--- config.mk ---
export PLATFORM = sky130hd
export DESIGN_NAME = uart_tx
export DESIGN_NICKNAME = d
export VERILOG_FILES = /design/src/rtl/uart_pkg.sv /design/src/rtl/uart_baud_tick.sv /design/src/rtl/uart_tx.sv
export SDC_FILE = /design/constraint.sdc
export NUM_CORES = 1
export LEC_CHECK = 0
export CORE_MARGIN = 2
export CORE_UTILIZATION = 30
export CTS_BUF_LIST = sky130_fd_sc_hd__clkbuf_8 sky130_fd_sc_hd__clkbuf_16
export DETAILED_ROUTE_END_ITERATION = 12
export SKIP_CTS_REPAIR_TIMING = 1
export SYNTH_ARGS = -nofsm -noshare
export SYNTH_HDL_FRONTEND = slang
export SYNTH_HIERARCHICAL = 1
export SYNTH_SLANG_ARGS = --single-unit
--- constraint.sdc ---
create_clock -name clk_Tx -period 5.13 [get_ports clk_Tx]
set_input_delay 0.7695 -clock clk_Tx [delete_from_list [all_inputs] [get_ports clk_Tx]]
set_output_delay 0.7695 -clock clk_Tx [all_outputs]
set_load 0.005 [all_outputs]
--- src/rtl/uart_pkg.sv ---
// Shared UART definitions: FSM state codes, default clock/baud and frame lengths.
package uart_pkg;

  localparam int unsigned DefFclk  = 100000000;
  localparam int unsigned DefFuart = 9600;

  localparam int unsigned FrameBits       = 10;
  localparam int unsigned FrameBitsParity = 11;

  localparam logic [2:0] StIdle   = 3'd0;
  localparam logic [2:0] StStart  = 3'd1;
  localparam logic [2:0] StData   = 3'd2;
  localparam logic [2:0] StParity = 3'd3;
  localparam logic [2:0] StStop   = 3'd4;

endpackage

--- src/rtl/uart_baud_tick.sv ---
// Bit-period timer: one-clock tick every BIT_DIV+1 clocks while enabled, cleared when disabled.
module uart_baud_tick #(
  parameter int unsigned BIT_DIV = 9
) (
  input  logic clk,
  input  logic rst_n,
  input  logic enable,
  output logic tick
);

  localparam logic [15:0] DivMax = 16'(BIT_DIV);

  logic [15:0] cnt_q;

  always_ff @(posedge clk) begin
    if (!rst_n || !enable) begin
      cnt_q <= '0;
    end else if (cnt_q == DivMax) begin
      cnt_q <= '0;
    end else begin
      cnt_q <= cnt_q + 16'd1;
    end
  end

  assign tick = enable && (cnt_q == DivMax);

endmodule

--- src/rtl/uart_tx.sv ---
// 8N1 UART transmitter; define UART_TX_PARITY_EN to insert an even-parity bit before the stop bit.
module uart_tx
  import uart_pkg::*;
#(
  parameter int unsigned Fclk    = DefFclk,
  parameter int unsigned Fuart   = DefFuart,
  parameter int unsigned BIT_DIV = (Fclk / Fuart) - 1
) (
  input  logic       clk_Tx,
  input  logic       rst_n,
  input  logic [7:0] data_in,
  input  logic       tx_start,
  output logic       Tx_out,
  output logic       busy,
  output logic       done
);

  logic [2:0] state_q, state_d;
  logic [7:0] shift_q, shift_d;
  logic [2:0] idx_q, idx_d;
  logic       tx_q, tx_d;
  logic       busy_q, busy_d;
  logic       done_q, done_d;
  logic       tick;
`ifdef UART_TX_PARITY_EN
  logic       parity_q, parity_d;
`endif

  uart_baud_tick #(
    .BIT_DIV(BIT_DIV)
  ) u_baud (
    .clk   (clk_Tx),
    .rst_n (rst_n),
    .enable(state_q != StIdle),
    .tick  (tick)
  );

  always_comb begin
    state_d = state_q;
    shift_d = shift_q;
    idx_d   = idx_q;
    tx_d    = tx_q;
    busy_d  = busy_q;
    done_d  = 1'b0;
`ifdef UART_TX_PARITY_EN
    parity_d = parity_q;
`endif
    case (state_q)
      StIdle: begin
        if (tx_start) begin
          state_d = StStart;
          shift_d = data_in;
          idx_d   = 3'd0;
          tx_d    = 1'b0;
          busy_d  = 1'b1;
`ifdef UART_TX_PARITY_EN
          parity_d = ^data_in;
`endif
        end
      end
      StStart: begin
        if (tick) begin
          state_d = StData;
          tx_d    = shift_q[0];
          shift_d = {1'b0, shift_q[7:1]};
        end
      end
      StData: begin
        if (tick) begin
          if (idx_q == 3'd7) begin
`ifdef UART_TX_PARITY_EN
            state_d = StParity;
            tx_d    = parity_q;
`else
            state_d = StStop;
            tx_d    = 1'b1;
`endif
          end else begin
            idx_d   = idx_q + 3'd1;
            tx_d    = shift_q[0];
            shift_d = {1'b0, shift_q[7:1]};
          end
        end
      end
`ifdef UART_TX_PARITY_EN
      StParity: begin
        if (tick) begin
          state_d = StStop;
          tx_d    = 1'b1;
        end
      end
`endif
      StStop: begin
        // Frame ends here; the done cycle is IDLE, so a new start is accepted right after.
        if (tick) begin
          state_d = StIdle;
          busy_d  = 1'b0;
          done_d  = 1'b1;
          tx_d    = 1'b1;
        end
      end
      default: begin
        state_d = StIdle;
        busy_d  = 1'b0;
        tx_d    = 1'b1;
      end
    endcase
  end

  always_ff @(posedge clk_Tx) begin
    if (!rst_n) begin
      state_q <= StIdle;
      shift_q <= '0;
      idx_q   <= '0;
      tx_q    <= 1'b1;
      busy_q  <= 1'b0;
      done_q  <= 1'b0;
`ifdef UART_TX_PARITY_EN
      parity_q <= 1'b0;
`endif
    end else begin
      state_q <= state_d;
      shift_q <= shift_d;
      idx_q   <= idx_d;
      tx_q    <= tx_d;
      busy_q  <= busy_d;
      done_q  <= done_d;
`ifdef UART_TX_PARITY_EN
      parity_q <= parity_d;
`endif
    end
  end

  assign Tx_out = tx_q;
  assign busy   = busy_q;
  assign done   = done_q;

endmodule
# ---- Word level (Yosys, flattened, before mapping)
# Index checks and enable logic that the tools add are counted.
# Widths: inputs -> output; s select.
dict set report totals {
  input_bits 11
  memories 0
  ramBits 0
  latch_bits 0
  romBits 0
  regBits 33
  out_inout_bits 3
  word_cells 62
}
dict set report op_classes {
  muxes 25
  multipliers 0
  addsub 2
  n_bitwise 1
  shifts 0
  eq_ne 11
  div_mod_pow 0
  n_lt_le_gt_ge 0
  reduce_logical 16
}
# cell count
set op_table {}
lappend op_table {{$mux 8} 4}
lappend op_table {{$mux 3} 8}
lappend op_table {{$pmux 8 s3} 1}
lappend op_table {{$add 16x1->16 const B} 1}
lappend op_table {{$eq 16x14->1 const B} 1}
lappend op_table {{$ne 2x2->1 const B} 6}
lappend op_table {{$pmux 3 s4} 1}
lappend op_table {{$reduce_and 5->1} 2}
lappend op_table {{$mux 1} 8}
lappend op_table {{$reduce_and 4->1} 2}
lappend op_table {{$eq 3x3->1 const B} 2}
lappend op_table {{$pmux 3 s2} 1}
lappend op_table {{$reduce_bool 3->1} 2}
lappend op_table {{$pmux 1 s4} 1}
lappend op_table {{$reduce_or 2->1} 2}
lappend op_table {{$add 3x1->3 const B} 1}
lappend op_table {{$eq 3x1->1 const B} 1}
lappend op_table {{$eq 3x2->1 const B} 1}
lappend op_table {{$logic_not 3->1} 1}
lappend op_table {{$pmux 1 s3} 1}
lappend op_table {{$reduce_and 3->1} 1}
lappend op_table {{$logic_not 1->1} 2}
lappend op_table {{$reduce_and 2->1} 1}
lappend op_table {{$reduce_bool 2->1} 1}
lappend op_table {{other kinds (3)} 3}

# ---- Depth between registers and ports, before layout
# Gate-level depths: netlist (run 1).
dict set report logic_depth {
  depth_word 4
  ltp_mapped 10
  mapped_depth_nobuf 8
}

# ---- Hierarchy
# Netlist (run 1), hierarchy kept.
# module area_each_um2 cells_per_inst n_inst seq_area_each_um2
set modules_own_cells {}
lappend modules_own_cells {uart_tx 868.3 97 1 340.3}
lappend modules_own_cells {uart_baud_tick 723.2 82 1 320.3}

# ---- Worst setup path before layout (run 1)
# No wires, ideal clock.
dict set report synth_timing {
  path_type {reg2reg}
  start {reg u_baud.cnt_q[9]}
  end {reg shift_q[2]}
  arrival_ns 2.406
  setup_ns 0.116
  slack_ns 2.608
  required_ns 5.014
  period_less_slack_ns 2.522
  stages_incl_launch_ff 9
  path_buffers 1
  path_cell_list {dfxtp_1 or4_1 or4_4 nor2_1 inv_1 o22ai_2 buf_4 nand2_1 o211a_1}
}
dict set report synth_between {
  elab_chain_len 4
  elab_cells_between_ends 5
  classes_between {3 x eq/ne; 2 x reduce/logical}
}
# item line_no
set synth_lines {}
lappend synth_lines {{start, declared} uart_baud_tick.sv:13} ;# logic [15:0] cnt_q;
lappend synth_lines {{start signal, assigned} uart_baud_tick.sv:21} ;# cnt_q <= cnt_q + 16'd1;
lappend synth_lines {{$eq 16x14->1 *} uart_baud_tick.sv:25} ;# assign tick = enable && (cnt_q == DivMax);
lappend synth_lines {{$logic_and 1x1->1 *} uart_baud_tick.sv:25}
lappend synth_lines {{named net tick} uart_tx.sv:24} ;# logic tick;
lappend synth_lines {{$ne 2x2->1 (no source line)} n/a}
lappend synth_lines {{$reduce_and 5->1 (no source line) *} n/a}
lappend synth_lines {{end signal, assigned} uart_tx.sv:123} ;# shift_q <= shift_d;
lappend synth_lines {{end, declared} uart_tx.sv:19} ;# logic [7:0] shift_q, shift_d;
# The timed path passes the listed nets; every way through them passes the cells marked *.
# A chain may end at the register's enable or synchronous reset.

# ---- Worst setup path after layout (run 1)
dict set report layout_timing {
  start {reg u_baud.cnt_q[9]}
  end {reg shift_q[7]}
}
# The elaborated chain is that of the path after synthesis.

==> impl_metrics.ini, run 1 <==
[run_status]
outcome = finished, final reports clean

[clock_tree]
clk_root_buffer_cell = clkbuf_8
clk_pin_slew_worst_setup_hold_paths_ns = 0.06
clkLatencyLatePin_ns = 0.28
numCtsBuffers = 5
cts.sinks = 33
ctsLongestPathBuffers = 2
h-tree-depth = 2
cts_tree = built

[finish]
drive_gt1_share_pct = 5.70
layout.cells.most_common_list = 33 x dfxtp_1, 25 x nor2_1, 18 x nand2_1
final-instance-count-excl-fill = 263
num-nets-final = 207
num-fill-cells = 545
commonest_non_fill_non_tap_cell_in_the_layout = dfxtp_1
diode_count = 0
syn2layout_area_growth_pct = 17.0

[floorplan]
floorplan.die_area_mm2 = 0.00590
row_count = 26
core_area_mm2 = 0.00511
top_level_port_count = 14
die_height_um = 76.8
die_x_um = 76.8
floorplan.initialDensity_pct = 31.2

[placed_design]
place_hpwl_um = 2090
placement.setup.worst_slack_ns = 2.28
gpl.final_weighted_congestion = 0.748
dp_cells = 256
port_buffers = 13

[sta]
rsz0062_at_grt = no
max_clock_freq_mhz = 351
finalHoldViolations = 0
maxSlewViolCount = 0
post-route-period-util_pct = 55.5
tns_ns = 0
finalClockSkew_ns = 0.00168
worst-slew-pin-transition_ns = 0.948
hold-worst-slack_ns = 0.462
fin_crit_ns = 2.85
setup_viol_count_final = 0
slew-limit-headroom_pct = 36.4
final_critical_path_setup_slack_ns = 2.28

[pwr]
irDropWorstVdd_v = 0.000144
p_per_area_mw_per_mm2 = 275
leakagePower_nw = 0.691

[setup_path]
worst_ep_arrival_time_ns = 3.02
worst_ep_required_time_ns = 5.30
endpoint_kind_of_the_worst_setup_timing_path = flop
worst_setup_path_start_kind = flop
setup.worst_path.class = reg -> reg
critical_path.max_fanout = 15

[route]
ant_nets = 0
wl_per_cell_um = 11.3
postRouteWirelength_um = 2980
detail_route.iter0.violations = 93
detailroute.via_count = 1280
drc = 0
route.detailed.vias_per_inst = 4.87
drt_pass1_iterations = 4

[hold_path]
hp-class = reg -> reg

[global_route]
grt_antenna_before_repair = 0
grt_pass1_wl_um = 5290
grt_pass1_vias = 1223
global_route.usage.total_pct = 11.1
grt_overflow = 0
grt_start_max_net_pins = 19

[synth]
count_of_state_elements_after_synthesis = 33
syn_area_per_cell_um2 = 8.89
ys_warns = 6
syn-cell-area_mm2 = 0.00159
synth.distinct_cells = 36
postSynthCellCount = 179
synth_seq_area_share_pct = 41.5
postSynthNetCount = 193

[job]
number_of_max_cap_violations = 0
[report_power, final]
group | switching [W] | total (W) | internal [W] | leakage [nW]
Combinational | 0.0000209 | 0.0000452 | 0.0000243 | 0.374
Clock | 0.0000900 | 0.000194 | 0.000104 | 0.0485
Sequential | 0.00000684 | 0.000272 | 0.000265 | 0.269
[synth_stat cells (all sizes together)]
cell / n / area [um^2]
ha: 3 / 37.5
or2: 1 / 6.26
xnor2: 14 / 123
or3b: 1 / 8.76
inv: 8 / 30.0
or4: 2 / 18.8
clkbuf: 4 / 15.0
and3b: 1 / 8.76
nor2b: 2 / 12.5
a211oi: 1 / 7.51
nand2b: 1 / 6.26
nand3: 6 / 42.5
nor4b: 2 / 17.5
a21oi: 3 / 15.0
o211a: 7 / 70.1
nor4: 4 / 25.0
dfxtp: 33 / 661
nor3: 7 / 35.0
nand4bb: 1 / 11.3
o22ai: 1 / 12.5
nor3b: 2 / 15.0
a21boi: 5 / 37.5
nor2: 25 / 93.8
mux2i: 9 / 90.1
buf: 2 / 18.8
or3: 1 / 6.26
a31oi: 2 / 12.5
or4b: 1 / 10.0
o21bai: 1 / 7.51
o21ai: 2 / 10.0
nand2: 18 / 67.6
nand4: 8 / 50.1
xor2: 1 / 8.76
[final cells by class]
| type | instances | area, um^2 | area share, % |
|---|---|---|---|
| Sequential cell | 33 | 661 | 35.5 |
| Inverter | 8 | 30.0 | 1.61 |
| Timing Repair Buffer | 13 | 130 | 6.99 |
| Clock inverter | 1 | 3.75 | 0.202 |
| Tap cell | 70 | 87.6 | 4.70 |
| Multi-Input combinational cell | 132 | 867 | 46.6 |
| Clock buffer | 6 | 82.6 | 4.44 |
[flip-flops by register name (all words and copies together) (netlist names)]
name,count
shift_q,8
done,1
u_baud/cnt_q,16
Tx_out,1
idx_q,3
busy,1
state_q,3
[worst paths after layout]
check,start,to,slack (ns),cells after the start
min reg2reg,u_baud/cnt_q[0]$_SDFF_PP0_,u_baud/cnt_q[0]$_SDFF_PP0_,0.46,1
max reg2reg,u_baud/cnt_q[9]$_SDFF_PP0_,shift_q[7]$_SDFFE_PN0P_,2.28,7
min,u_baud/cnt_q[0]$_SDFF_PP0_,u_baud/cnt_q[0]$_SDFF_PP0_,0.46,1
max,u_baud/cnt_q[9]$_SDFF_PP0_,shift_q[7]$_SDFFE_PN0P_,2.28,7
[per-layer routing]
metal  vias up  wire length, um  track usage (%)
met2        25             1370             18.0
met3         8              147             4.00
met1       594             1410             13.3
met5         -                0                0
li1        653                -                -
met4         0               54             4.91
[through the flow]
stage                     total power (W)  instance area [um^2]  util, %
after floorplan                  0.000307                  1590        -
after global placement           0.000323                  1780     34.8
after detailed placement         0.000323                  1780     34.8
after CTS                        0.000518                  1860     36.5
after global routing             0.000537                  1860     36.5
final                            0.000511                  1860     36.5
[cells by family after synthesis]
group | synth area share (%)
simple gates | 27.4
flops | 41.5
compound gates | 10.8
xor+xnor | 8.25
buf+inv | 4.01
mux | 5.66
fa+ha+maj | 2.36
[worst max-delay path: stages (launching register included)]
cell      delay, ns
dfxtp_1        0.36
or4_1          0.51
or4_4          0.56
nor2_1         0.32
inv_1          0.19
o22ai_2        0.55
nand2b_1       0.17
a21boi_0       0.07
(Power assumes the default switching activity.)
==> inputs of run 2 (changes only) <==
==> constraint.sdc (replaced) <==
create_clock -name clk_Tx -period 2.6 [get_ports clk_Tx]
set_input_delay 0.39 -clock clk_Tx [delete_from_list [all_inputs] [get_ports clk_Tx]]
set_output_delay 0.39 -clock clk_Tx [all_outputs]
set_load 0.005 [all_outputs]
==> impl_metrics.ini, run 2 (synthesized netlist as in run 1, its figures left out) <==
[run_status]
outcome = finished, final reports clean

[sta]
rsz0062_at_grt = no
finalHoldViolations = 0
finalClockSkew_ns = 0.00911
maxSlewViolCount = 0
max_clock_freq_mhz = 410
hold-worst-slack_ns = 0.462
fin_crit_ns = 2.44
setup_viol_count_final = 0
slew-limit-headroom_pct = 37.0
tns_ns = 0
post-route-period-util_pct = 93.8
worst-slew-pin-transition_ns = 0.938

[floorplan]
die_height_um = 76.8
row_count = 26
floorplan.die_area_mm2 = 0.00590
core_area_mm2 = 0.00511
die_x_um = 76.8
top_level_port_count = 14
floorplan.initialDensity_pct = 31.2

[job]
number_of_max_cap_violations = 0

[setup_path]
worst-r2r-cell-count = 8
cp-startpoint = u_baud/cnt_q[12]$_SDFF_PP0_
regToRegStartpoint = u_baud/cnt_q[12]$_SDFF_PP0_
worst_ep_arrival_time_ns = 2.61
critical_path.max_fanout = 7
setup.worst_path.class = reg -> reg
worst_setup_path_start_kind = flop
worst_ep_required_time_ns = 2.78
endpoint_kind_of_the_worst_setup_timing_path = flop

[placed_design]
gpl.final_weighted_congestion = 0.790
port_buffers = 13
place_hpwl_um = 2140

[finish]
syn2layout_area_growth_pct = 22.2
top_regs = u_baud/cnt_q: 16 flops, shift_q: 8 flops
num-nets-final = 215
drive_gt1_share_pct = 10.9
regMostFlops = u_baud/cnt_q
diode_count = 0
finalCoreUtilization_pct = 38.1
commonest_non_fill_non_tap_cell_in_the_layout = dfxtp_1
layout.cells.most_common_list = 33 x dfxtp_1, 25 x nor2_1, 18 x nand2_1
num-fill-cells = 534
largest_reg_flops = 16

[global_route]
grt_antenna_before_repair = 0
global_route.usage.total_pct = 11.1
grt_overflow = 0
grt_start_max_net_pins = 17
grt_pass1_wl_um = 5310
grt_pass1_vias = 1202

[clock_tree]
clk_pin_slew_worst_setup_hold_paths_ns = 0.07
numCtsBuffers = 5
h-tree-depth = 2
clk_root_buffer_cell = clkbuf_8
cts_tree = built
cts.sinks = 33
ctsLongestPathBuffers = 2
clkLatencyLatePin_ns = 0.28

[route]
drc = 0
postRouteWirelength_um = 3030
route.detailed.vias_per_inst = 4.64
detailroute.via_count = 1263
detail_route.iter0.violations = 78
wl_per_cell_um = 11.1
ant_nets = 0
drt_pass1_iterations = 4

[pwr]
p_per_area_mw_per_mm2 = 543
totalPowerFinal_w = 0.00106
leakagePower_nw = 0.741
irDropWorstVdd_v = 0.000268

[hold_path]
holdCritStartpoint = u_baud/cnt_q[0]$_SDFF_PP0_
hp-class = reg -> reg
worst_hold_path.num_cells = 1
==> run 2: worst max-delay path, cell delays in order, from the launching register on <==
cell	delay (ns)
dfxtp_1	0.33
or4_1	0.51
or4_4	0.56
nor2_1	0.11
buf_4	0.15
mux2i_1	0.12
a211oi_2	0.29
mux2i_1	0.21
nand2_1	0.06
==> run 2: routing by layer <==
metal / GRT usage (%) / share of wire [%]
met5: 0 / 0
met3: 3.76 / 3.8
met4: 4.36 / 1.5
met1: 13.7 / 50
met2: 17.8 / 45
==> run 2: worst paths after layout <==
| kind | end | slack, ns |
|---|---|---|
| max | Tx_out$_SDFFE_PN1P_ | 0.16 |
| min reg2reg | u_baud/cnt_q[0]$_SDFF_PP0_ | 0.46 |
| min | u_baud/cnt_q[0]$_SDFF_PP0_ | 0.46 |
| max reg2reg | Tx_out$_SDFFE_PN1P_ | 0.16 |
==> run 2: area by class of cell <==
cell class	instances	area (um^2)	share of cell area, %
multi-input combinational	132	872	44.8
sequential	33	661	34.0
timing repair buffer	21	194	9.97
clock buffer	7	96.3	4.95
tap	70	87.6	4.50
inverter	8	30.0	1.54
clock inverter	1	5.00	0.257
==> run 2: through the flow <==
stage,std cells,setup slack [ns],area [um^2]
floorplan,179,0.0777,1590
global placement,264,0.0952,1840
detailed placement,264,0.0988,1840
CTS,272,0.0756,1940
global route,272,0.0115,1950
finish,272,0.161,1950
==> run 2: power by group <==
part	total, W	internal [W]	switching (W)
registers	0.000531	0.000522	0.00000899
clock network	0.000426	0.000239	0.000186
logic	0.000100	0.0000532	0.0000470
total	0.00106	0.000815	0.000242
==> inputs of run 3 (changes only) <==
--- a/config.mk
+++ b/config.mk
@@ -5,6 +5,7 @@
 export SDC_FILE = /design/constraint.sdc
 export NUM_CORES = 1
 export LEC_CHECK = 0
+export ABC_AREA = 1
 export CORE_MARGIN = 2
 export CORE_UTILIZATION = 30
 export CTS_BUF_LIST = sky130_fd_sc_hd__clkbuf_8 sky130_fd_sc_hd__clkbuf_16
==> constraint.sdc (replaced) <==
create_clock -name clk_Tx -period 2.4 [get_ports clk_Tx]
set_input_delay 0.36 -clock clk_Tx [delete_from_list [all_inputs] [get_ports clk_Tx]]
set_output_delay 0.36 -clock clk_Tx [all_outputs]
set_load 0.005 [all_outputs]
==> impl_metrics.ini, run 3 <==
[synth]
synth_most_common_cell = nand2_1
count_of_state_elements_after_synthesis = 33
postSynthCellCount = 291
async_flop_share_pct = 0
number_of_synthesized_flops_with_an_enable_pin = 0
syn_area_per_cell_um2 = 6.30
postSynthNetCount = 305
yosys-top-cells-area = dfxtp_1 36%, nand2_1 18%, nor2_1 14%
synth.distinct_cells = 24
synth-main-ff-cell = dfxtp_1
netlist.top_cell.by_area = dfxtp_1
yosysTopAreaCellShare_pct = 36.0
synth_seq_area_share_pct = 36.0
ys_warns = 6
syn-cell-area_mm2 = 0.00183
synth_common_cells = 89 x nand2_1, 66 x nor2_1, 36 x inv_1

[floorplan]
top_level_port_count = 14
floorplan.die_area_mm2 = 0.00675
core_area_mm2 = 0.00592
floorplan.initialDensity_pct = 31.0
row_count = 28
die_x_um = 82.2
die_height_um = 82.2

[route]
detailroute.via_count = 1694
ant_nets = 0
wl_per_cell_um = 9.55
detail_route.iter0.violations = 149
postRouteWirelength_um = 3670
drc = 0
route.detailed.vias_per_inst = 4.41
drt_pass1_iterations = 5

[global_route]
grt_pass1_wl_um = 6590
grt_start_max_net_pins = 17
grt_overflow = 0
grt_pass1_vias = 1565
global_route.usage.total_pct = 12.6
grt_antenna_before_repair = 0

[setup_path]
timing.critical_path.max_delay_family = simple AND/OR/NAND/NOR gates
worst_ep_arrival_time_ns = 2.22
worst_ep_required_time_ns = 2.59
worst_setup_path_start_kind = flop
worstPathCellList = ha_1 > nand3_1 > nor2_1 > nand3_1 > nor2_1 > inv_1 > nand3_1 > nand3_2 > nor2_4 > nand2_1 > nand2_1 > nor2_1
endpoint_kind_of_the_worst_setup_timing_path = flop
critPathMaxStageDelay_ns = 0.37
cp_slowest_cell = dfxtp_1
critical_path.max_fanout = 16
crit_buf_inv = 1
setup.worst_path.class = reg -> reg

[sta]
finalClockSkew_ns = 0.00909
worst-slew-pin-transition_ns = 0.388
tns_ns = 0
maxSlewViolCount = 0
finalHoldViolations = 0
max_clock_freq_mhz = 492
slew-limit-headroom_pct = 74.1
post-route-period-util_pct = 84.7
fin_crit_ns = 2.03
rsz0062_at_grt = no
setup_viol_count_final = 0

[pwr]
irDropWorstVdd_v = 0.000304
totalPowerFinal_w = 0.00196
p_per_area_mw_per_mm2 = 924
leakagePower_nw = 0.927

[clock_tree]
clk_pin_slew_worst_setup_hold_paths_ns = 0.08
cts.sinks = 33
ctsLongestPathBuffers = 2
h-tree-depth = 2
numCtsBuffers = 5
clkLatencyLatePin_ns = 0.29
clk_root_buffer_cell = clkbuf_8
cts_tree = built

[job]
number_of_max_cap_violations = 0

[placed_design]
dp_cells = 376
place_hpwl_um = 2710
gpl.final_weighted_congestion = 0.811
port_buffers = 13

[finish]
regMostFlops = u_baud/cnt_q
layout.cells.most_common_list = 89 x nand2_1, 66 x nor2_1, 36 x inv_1
syn2layout_area_growth_pct = 15.9
drive_gt1_share_pct = 6.80
final-instance-count-excl-fill = 384
num-fill-cells = 631
num-nets-final = 322
top_regs = u_baud/cnt_q: 16 flops, shift_q: 8 flops
diode_count = 0
commonest_non_fill_non_tap_cell_in_the_layout = nand2_1
largest_reg_flops = 16

[run_status]
outcome = finished, final reports clean

[hold_path]
hp-class = reg -> reg
run 3: worst paths after layout:
check,start,endpoint,slack [ns],cells after the start
worst min register to register,u_baud/cnt_q[0]$_SDFF_PP0_,u_baud/cnt_q[0]$_SDFF_PP0_,0.46,1
worst max-delay path,u_baud/cnt_q[0]$_SDFF_PP0_,shift_q[3]$_SDFFE_PN0P_,0.37,12
worst max register to register,u_baud/cnt_q[0]$_SDFF_PP0_,shift_q[3]$_SDFFE_PN0P_,0.37,12
worst min-delay path,u_baud/cnt_q[0]$_SDFF_PP0_,u_baud/cnt_q[0]$_SDFF_PP0_,0.46,1
run 3: cell type report:
type,instances,area [um^2],area share (%)
Multi-Input combinational cell,217,1000,47.2
Sequential cell,33,661,31.1
Inverter,37,139,6.54
Timing Repair Buffer,14,138,6.48
Tap cell,75,93.8,4.42
Clock buffer,5,68.8,3.24
Clock inverter,3,22.5,1.06
run 3: kinds of logic (layout without fill, tap and decap cells):
group	count (synthesis)	in the layout	share of synthesized area, %
buffers and inverters	41	59	9.28
DFF	33	33	36.0
and+or+nand+nor	200	200	46.8
xor gates and xnor gates	6	6	2.87
adders and majority gates	3	3	2.05
AOI/OAI and AO/OA	8	8	2.94
run 3: power by group:
group | total [W] | switching (W) | internal [W] | leakage [nW]
registers | 0.000738 | 0.0000788 | 0.000659 | 0.270
clock network | 0.000424 | 0.000221 | 0.000203 | 0.0364
logic | 0.000802 | 0.000512 | 0.000290 | 0.621
total | 0.00196 | 0.000812 | 0.00115 | 0.927
run 3: routing by layer:
layer	share of wire [%]	vias up	GRT usage [%]
met5	0	-	0
met4	1.3	0	5.00
met3	5.6	4	3.26
met2	43	40	19.8
met1	50	728	16.4
li1	-	922	-
run 3: through the flow:
step / hold slack (ns) / setup WS (ns) / util [%] / area, um^2
after CTS: 0.466 / 0.356 / 35.9 / 2120
after global routing: 0.494 / 0.103 / 35.9 / 2120
after global placement: 0.446 / 0.439 / 34.3 / 2030
after detailed placement: 0.454 / 0.356 / 34.3 / 2030
after floorplan: 0.430 / 0.615 / - / 1830
final: 0.464 / 0.367 / 35.9 / 2120
